File: config.mk
export PLATFORM = sky130hd
export DESIGN_NAME = cordic_cos_fixed_flat
export DESIGN_NICKNAME = d
export VERILOG_FILES = /design/src/rtl/cordic_cos_fixed_pkg.sv /design/src/rtl/cordic_cos_fixed_if.sv /design/src/rtl/cordic_atan_rom.sv /design/src/rtl/cordic_cos_fixed.sv /design/src/flat_wrapper.sv
export SDC_FILE = /design/constraint.sdc
export NUM_CORES = 1
export LEC_CHECK = 0
export ABC_AREA = 1
export CORE_MARGIN = 4
export CORE_UTILIZATION = 50
export CTS_CLUSTER_DIAMETER = 120
export DETAILED_ROUTE_END_ITERATION = 10
export PLACE_DENSITY_LB_ADDON = 0.25
export SLEW_MARGIN = 25
export SYNTH_ARGS = -nofsm -noshare
export SYNTH_HDL_FRONTEND = slang
export SYNTH_SLANG_ARGS = --single-unit
export TNS_END_PERCENT = 30
File: constraint.sdc
create_clock -name clk -period 6 [get_ports clk]
set_input_delay 1.5 -clock clk [delete_from_list [all_inputs] [get_ports clk]]
set_output_delay 1.5 -clock clk [all_outputs]
set_load 0.005 [all_outputs]
File: src/rtl/cordic_cos_fixed_pkg.sv
// Shared constants, arctangent table and FSM state type for the cosine CORDIC.
package cordic_pkg;

    localparam int unsigned CORDIC_FRAC_W = 19;
    localparam int unsigned CORDIC_GUARD  = 2;
    localparam int unsigned ANGLE_W       = CORDIC_FRAC_W + 2;
    localparam int unsigned ATAN_W        = CORDIC_FRAC_W + CORDIC_GUARD;

    // CORDIC gain compensation 0.6072529350 in Q0.FRAC_W, guard bits added at load.
    localparam logic [CORDIC_FRAC_W-1:0] K_SCALED = CORDIC_FRAC_W'(318375);

    localparam logic signed [ANGLE_W-1:0] ANGLE_POS_LIMIT = ANGLE_W'(2 ** CORDIC_FRAC_W);
    localparam logic signed [ANGLE_W-1:0] ANGLE_NEG_LIMIT = ANGLE_W'(-(2 ** CORDIC_FRAC_W));

    // round(atan(2^-i) * 2^(FRAC_W+GUARD)), i = 0..FRAC_W-1
    localparam logic [ATAN_W-1:0] ATAN_TABLE [CORDIC_FRAC_W] = '{
        ATAN_W'(1647099), ATAN_W'(972340), ATAN_W'(513757), ATAN_W'(260791),
        ATAN_W'(130902),  ATAN_W'(65515),  ATAN_W'(32765),  ATAN_W'(16384),
        ATAN_W'(8192),    ATAN_W'(4096),   ATAN_W'(2048),   ATAN_W'(1024),
        ATAN_W'(512),     ATAN_W'(256),    ATAN_W'(128),    ATAN_W'(64),
        ATAN_W'(32),      ATAN_W'(16),     ATAN_W'(8)
    };

    typedef enum logic [1:0] {
        IDLE,
        ROTATE,
        DONE
    } cordic_state_e;

endpackage

File: src/rtl/cordic_cos_fixed_if.sv
// Angle-in / cosine-out handshake bundle for cordic_cos_fixed.
interface cordic_cos_fixed_if #(
    parameter int unsigned FRAC_W = cordic_pkg::CORDIC_FRAC_W
);
    logic              valid_i;
    logic              ready_o;
    logic [FRAC_W+1:0] angle_i;
    logic              valid_o;
    logic              ready_i;
    logic              sign_o;
    logic              integer_o;
    logic [FRAC_W-1:0] fractional_o;

    modport slave (
        input  valid_i, angle_i, ready_i,
        output ready_o, valid_o, sign_o, integer_o, fractional_o
    );

    modport master (
        output valid_i, angle_i, ready_i,
        input  ready_o, valid_o, sign_o, integer_o, fractional_o
    );
endinterface

File: src/rtl/cordic_atan_rom.sv
// Combinational micro-rotation index to atan(2^-i) lookup.
module cordic_atan_rom
    import cordic_pkg::*;
#(
    parameter int unsigned IDX_W = 5
) (
    input  logic [IDX_W-1:0]  idx,
    output logic [ATAN_W-1:0] atan_c
);

    always_comb begin
        atan_c = '0;
        if (32'(idx) < CORDIC_FRAC_W) begin
            atan_c = ATAN_TABLE[idx];
        end
    end

endmodule

File: src/rtl/cordic_cos_fixed.sv
// Iterative rotation-mode CORDIC producing cos(angle) as sign / integer bit / fraction.
module cordic_cos_fixed
    import cordic_pkg::*;
#(
    parameter int unsigned FRAC_W = CORDIC_FRAC_W,
    parameter int unsigned ITER   = 16,
    parameter int unsigned GUARD  = CORDIC_GUARD
) (
    input logic               clk,
    input logic               rst_n,
    cordic_cos_fixed_if.slave bus
);

    localparam int unsigned W     = FRAC_W + GUARD + 3;
    localparam int unsigned ANG_W = FRAC_W + 2;
    localparam int unsigned OUT_W = FRAC_W + 3;
    localparam int unsigned CNT_W = $clog2(FRAC_W);

    cordic_state_e            state;
    logic signed [W-1:0]      x, y, z;
    logic [CNT_W-1:0]         count;
    logic                     ready_q, valid_q, sign_q, int_q;
    logic [FRAC_W-1:0]        frac_q;

    logic [ATAN_W-1:0]        atan_c;
    logic signed [W-1:0]      atan_w_c;
    logic                     d_c;
    logic signed [W-1:0]      x_nxt, y_nxt, z_nxt;
    logic signed [OUT_W-1:0]  x_trunc_c;
    logic [OUT_W-1:0]         mag_c;
    logic                     sat_c;
    logic signed [ANG_W-1:0]  ang_c, ang_clamped_c;

    cordic_atan_rom #(.IDX_W(CNT_W)) u_atan_rom (
        .idx    (count),
        .atan_c (atan_c)
    );

    // Input angle limited to [-1, +1] rad where the rotation sequence converges.
    always_comb begin
        ang_c         = bus.angle_i;
        ang_clamped_c = ang_c;
        if (ang_c > ANG_W'(ANGLE_POS_LIMIT)) begin
            ang_clamped_c = ANG_W'(ANGLE_POS_LIMIT);
        end else if (ang_c < ANG_W'(ANGLE_NEG_LIMIT)) begin
            ang_clamped_c = ANG_W'(ANGLE_NEG_LIMIT);
        end
    end

    // One micro-rotation plus formatting of the rotated x for the final step.
    always_comb begin
        d_c      = ~z[W-1];
        atan_w_c = W'(atan_c);
        x_nxt    = x;
        y_nxt    = y;
        z_nxt    = z;
        if (d_c) begin
            x_nxt = x - (y >>> count);
            y_nxt = y + (x >>> count);
            z_nxt = z - atan_w_c;
        end else begin
            x_nxt = x + (y >>> count);
            y_nxt = y - (x >>> count);
            z_nxt = z + atan_w_c;
        end
        x_trunc_c = x_nxt[W-1:GUARD];
        mag_c     = x_trunc_c[OUT_W-1] ? OUT_W'(-x_trunc_c) : OUT_W'(x_trunc_c);
        sat_c     = |mag_c[OUT_W-1:FRAC_W];
    end

    always_ff @(posedge clk) begin
        if (!rst_n) begin
            state   <= IDLE;
            ready_q <= 1'b1;
            valid_q <= 1'b0;
            sign_q  <= 1'b0;
            int_q   <= 1'b0;
            frac_q  <= '0;
            x       <= '0;
            y       <= '0;
            z       <= '0;
            count   <= '0;
        end else begin
            unique case (state)
                IDLE: begin
                    if (bus.valid_i && ready_q) begin
                        x       <= W'(K_SCALED) <<< GUARD;
                        y       <= '0;
                        z       <= W'(ang_clamped_c) <<< GUARD;
                        count   <= '0;
                        ready_q <= 1'b0;
                        state   <= ROTATE;
                    end
                end
                ROTATE: begin
                    x     <= x_nxt;
                    y     <= y_nxt;
                    z     <= z_nxt;
                    count <= count + CNT_W'(1);
                    if (count == CNT_W'(ITER - 1)) begin
                        valid_q <= 1'b1;
                        sign_q  <= x_trunc_c[OUT_W-1];
                        int_q   <= sat_c;
                        frac_q  <= sat_c ? '0 : mag_c[FRAC_W-1:0];
                        state   <= DONE;
                    end
                end
                DONE: begin
                    if (bus.ready_i) begin
                        valid_q <= 1'b0;
                        ready_q <= 1'b1;
                        state   <= IDLE;
                    end
                end
                default: state <= IDLE;
            endcase
        end
    end

    assign bus.ready_o      = ready_q;
    assign bus.valid_o      = valid_q;
    assign bus.sign_o       = sign_q;
    assign bus.integer_o    = int_q;
    assign bus.fractional_o = frac_q;

endmodule

File: src/flat_wrapper.sv
// flat-port wrapper written by rule: the top's interface ports become plain ports
module cordic_cos_fixed_flat import cordic_pkg::*;
#(
    parameter int unsigned FRAC_W = CORDIC_FRAC_W,
    parameter int unsigned ITER   = 16,
    parameter int unsigned GUARD  = CORDIC_GUARD
)
  (clk, rst_n, bus_valid_i, bus_angle_i, bus_ready_i, bus_ready_o, bus_valid_o, bus_sign_o, bus_integer_o, bus_fractional_o);
  cordic_cos_fixed_if #(.FRAC_W(FRAC_W)) bus_i ();
  input logic clk;
  input logic rst_n;
  input wire logic [$bits(bus_i.valid_i)-1:0] bus_valid_i;
  input wire logic [$bits(bus_i.angle_i)-1:0] bus_angle_i;
  input wire logic [$bits(bus_i.ready_i)-1:0] bus_ready_i;
  output wire logic [$bits(bus_i.ready_o)-1:0] bus_ready_o;
  output wire logic [$bits(bus_i.valid_o)-1:0] bus_valid_o;
  output wire logic [$bits(bus_i.sign_o)-1:0] bus_sign_o;
  output wire logic [$bits(bus_i.integer_o)-1:0] bus_integer_o;
  output wire logic [$bits(bus_i.fractional_o)-1:0] bus_fractional_o;
  assign bus_i.valid_i = bus_valid_i;
  assign bus_i.angle_i = bus_angle_i;
  assign bus_i.ready_i = bus_ready_i;
  assign bus_ready_o = bus_i.ready_o;
  assign bus_valid_o = bus_i.valid_o;
  assign bus_sign_o = bus_i.sign_o;
  assign bus_integer_o = bus_i.integer_o;
  assign bus_fractional_o = bus_i.fractional_o;
  cordic_cos_fixed #(.FRAC_W(FRAC_W), .ITER(ITER), .GUARD(GUARD)) u_core (.clk(clk), .rst_n(rst_n), .bus(bus_i));
endmodule
==> results of run 1 <==
==> how the worst max path moves through the flow <==
stage | slack, ns | end | depth (start not counted) | from
4_1_cts | 0.43 | u_core.bus.fractional_o[6]$_SDFFE_PN0P_ | 37 | u_core.count[2]$_SDFFE_PN0P_
5_1_grt | -0.002 | u_core.bus.fractional_o[17]$_SDFFE_PN0P_ | 39 | u_core.count[0]$_SDFFE_PN0P_
3_5_place_dp | 0.49 | u_core.bus.fractional_o[6]$_SDFFE_PN0P_ | 37 | u_core.count[2]$_SDFFE_PN0P_
6_report | 0.48 | u_core.bus.fractional_o[6]$_SDFFE_PN0P_ | 36 | u_core.count[0]$_SDFFE_PN0P_
3_3_place_gp | 0.56 | u_core.bus.fractional_o[6]$_SDFFE_PN0P_ | 37 | u_core.count[2]$_SDFFE_PN0P_
2_1_floorplan | 1.37 | u_core.bus.fractional_o[5]$_SDFFE_PN0P_ | 41 | u_core.count[0]$_SDFFE_PN0P_
==> cell usage after synthesis (all sizes together), types with 5 or more instances <==
cell      n  area, sq um
o211ai   18          135
nor3     15         85.1
nor2    174          671
nand4    21          131
a21o      5         37.5
xnor2    21          191
nand3b    5         37.5
buf      51          256
nor4     11         68.8
nand2   683         2590
o21a      8         60.1
a21oi   170          862
or2      10         62.6
xor2     62          543
o22ai    11         68.8
nand3   207         1060
mux2i     5         50.1
o221ai   10         87.6
clkbuf   35          131
dfxtp   102         2040
inv     272         1020
ha       85         1060
a31oi    25          156
o21ai   163          823
==> registers in the layout, summed over array words and instances (netlist names), 2 cells and up <==
| register | flops |
|---|---|
| u_core.y | 24 |
| u_core.bus.fractional_o | 19 |
| u_core.x | 24 |
| u_core.z | 24 |
| u_core.count | 5 |
| u_core.state | 2 |
==> timing repair <==
action	4_1_cts	5_1_grt
hold buffers	0	0
setup buffers	0	4
endpoints found under the setup margin	0	20
resized for setup	0	12
==> where the power goes <==
| part | internal [uW] | switching [uW] | total [uW] |
|---|---|---|---|
| registers | 784 | 127 | 911 |
| logic | 1740 | 3830 | 5580 |
| clock network | 300 | 350 | 650 |
| total | 2820 | 4310 | 7140 |
==> tightest hold or removal path: cells and delay by family, from the launching register on <==
family / cells / cell delay, ns
AO/OA/AOI/OAI: 1 / 0.06
flip-flops: 1 / 0.34
AND/OR/NAND/NOR: 1 / 0.05
==> per-stage QoR <==
step	util [%]	worst slack, ns
6_report	55.4	0.483
5_1_grt	55.4	-0.00209
4_1_cts	55.0	0.428
3_5_place_dp	53.8	0.491
3_3_place_gp	53.7	0.559
2_1_floorplan	-	1.37
==> cells by family (layout without fill, tap and decap cells) <==
| kind of cell | after synthesis | in the layout | synth area share (%) |
|---|---|---|---|
| AO/OA/AOI/OAI | 423 | 423 | 18.8 |
| XOR/XNOR | 83 | 83 | 5.91 |
| adder cells (fa/ha/maj) | 88 | 88 | 9.04 |
| buffers and inverters | 358 | 362 | 11.3 |
| flip-flops | 102 | 102 | 16.4 |
| multiplexers | 5 | 5 | 0.403 |
| AND/OR/NAND/NOR | 1130 | 1130 | 38.1 |
==> cell type report <==
cell class / count / area [sq um] / area share [%]
Clock buffer: 9 / 225 / 1.67
Tap cell: 324 / 405 / 3.00
Sequential cell: 102 / 2050 / 15.1
Inverter: 272 / 1030 / 7.63
Multi-Input combinational cell: 1729 / 9020 / 66.8
Timing Repair Buffer: 74 / 689 / 5.10
Clock inverter: 7 / 90.1 / 0.667
==> routing by layer <==
| layer | vias to the layer above | global-route usage [%] | part of all wire (%) |
|---|---|---|---|
| met3 | 57 | 3.79 | 7.1 |
| met4 | 0 | 6.78 | 1.8 |
| met5 | - | 0 | 0 |
| li1 | 7164 | - | - |
| met1 | 6376 | 39.3 | 46 |
| met2 | 483 | 45.0 | 45 |
==> summary.md, run 1 <==
| Metric | Value |
|---|---|
| Power Total | 7140 uW |
| Dpl cells | 2,497 |
| Share of cells above drive strength 1 | 4.33% |
| Critical path launch point type | flop |
| Slew Limit Fails | 0 |
| GRT Overall Usage | 27.8% |
| Max_cap viols | 0 |
| Site Rows | 57 |
| Initial core utilization | 50.9% |
| Die H | 166 um |
| Post-DP HPWL | 30,400 um |
| Hold Path Sink | u_core.bus.valid_o$_SDFFE_PN0P_ |
| Synth Instances | 2,189 |
| Slew @ Worst Pin | 0.890 ns |
| Root Driver | clkbuf_16 |
| Global route total overflow | 0 |
| Syn nets | 2,302 |
| Non-Filler Instances | 2,517 |
| # fillers | 2,571 |
| Fmax | 0.181 GHz |
| Vias per cell | 5.59 |
| Netlist cell types | 50 |
| Cell area after layout | 13,500 sq um |
| Largest net degree at the start of global routing | 55 |
| Hold slack | 0.476 ns |
| Share of flip-flops with an asynchronous set or reset | 0% |
| Syn Std Cell Area | 12,400 sq um |
| Rel. slew slack | 40.6% |
| Status | finished clean |
| DR DRC count | 0 |
| Final Skew | 0.0146 ns |
| Max stage delay on crit path | 0.38 ns |
| R2R Path Start | u_core.count[0]$_SDFFE_PN0P_ |
| Worst Path Required | 6.31 ns |
| CP max stage cell | ha_1 |
| Leakage | 0.00681 uW |
| R2R Path End | u_core.bus.fractional_o[6]$_SDFFE_PN0P_ |
| Number of enable flip-flop cells after synthesis | 0 |
| GPL Wtd Cong | 1.00 |
| Final WL | 40,000 um |
| Worst R2R Path Depth | 36 |
| Placed cell areas | 13,100 sq um |
| Final Hold Viols | 0 |
| Routed Antenna Nets | 0 |
| Tcrit/Tclk final | 91.9% |
| Worst R2R Setup Slack | 0.48 ns |
| Hold Path Depth | 2 |
| Area Overhead vs Synth | 8.75% |
| I/O pin count | 48 |
| Worst vdd ir | 0.388 mV |
| Fin nets | 2,301 |
| Worst skew pair latency | 0.38 ns |
| Pwr per Cell Area | 528 nW/um^2 |
| Initial antenna violation count | 0 |
| Worst-path maximum fanout | 33 |
| Post-synthesis register bit count | 102 |
| Clock Pin Slew Worst Setup and Hold Paths | 0.08 ns |
| Buf/Inv on CP | 4 |
| Die area | 27,400 sq um |
| Synth warnings | 0 |
| CTS tree | built |
| Die X | 166 um |
| Top Family by Delay on Critical Path | simple AND/OR/NAND/NOR gates |
| WS Path Type | reg2reg |
| Final setup vio count | 0 |
| Initial DRC count | 1,396 |
| DRT Pass-1 Iters | 6 |
| WP data arrival | 5.83 ns |
| Core ar. | 24,400 sq um |
| Final antenna diode count | 0 |
| Hold WC Path Type | reg2reg |
| CTS buffer count | 9 |
| Tmin final | 5.52 ns |
| CTS HTree Levels | 3 |
| Number of global-route vias before repair | 12,781 |
| Mean routed wirelength per cell | 15.9 um |
| Port Buffers | 47 |
| First-pass GRT wire length | 64,600 um |
| Most common flop cell mapped by yosys | dfxtp_1 |
| CTS sink cnt | 102 |
| Hold_sp | u_core.bus.valid_o$_SDFFE_PN0P_ |
| Setup_tns | 0 ns |
| Sequential area share after synthesis | 16.4% |
| CP Capture Type | flop |
| Commonest cells after routing, fill and taps aside | nand2_1 (677), inv_1 (263), nand3_1 (203) |
| Clock buffer depth | 2 |
| Most common cell after layout, fill and taps aside | nand2_1 |
| Mean Syn Cell Area | 5.68 sq um |
| Via count | 14,080 |
| Crit-path most repeated cell | nand2_1 |
Power figures use the tool's default switching activity.
==> run 2, diff against run 1 <==
==> constraint.sdc (replaced) <==
create_clock -name clk -period 6 [get_ports clk]
set_input_delay 1.5 -clock clk [delete_from_list [all_inputs] [get_ports clk]]
set_output_delay 1.5 -clock clk [all_outputs]
set_load 0.02 [all_outputs]
==> results of run 2 <==
The final DEF is identical to that of run 1. Status: finished clean.
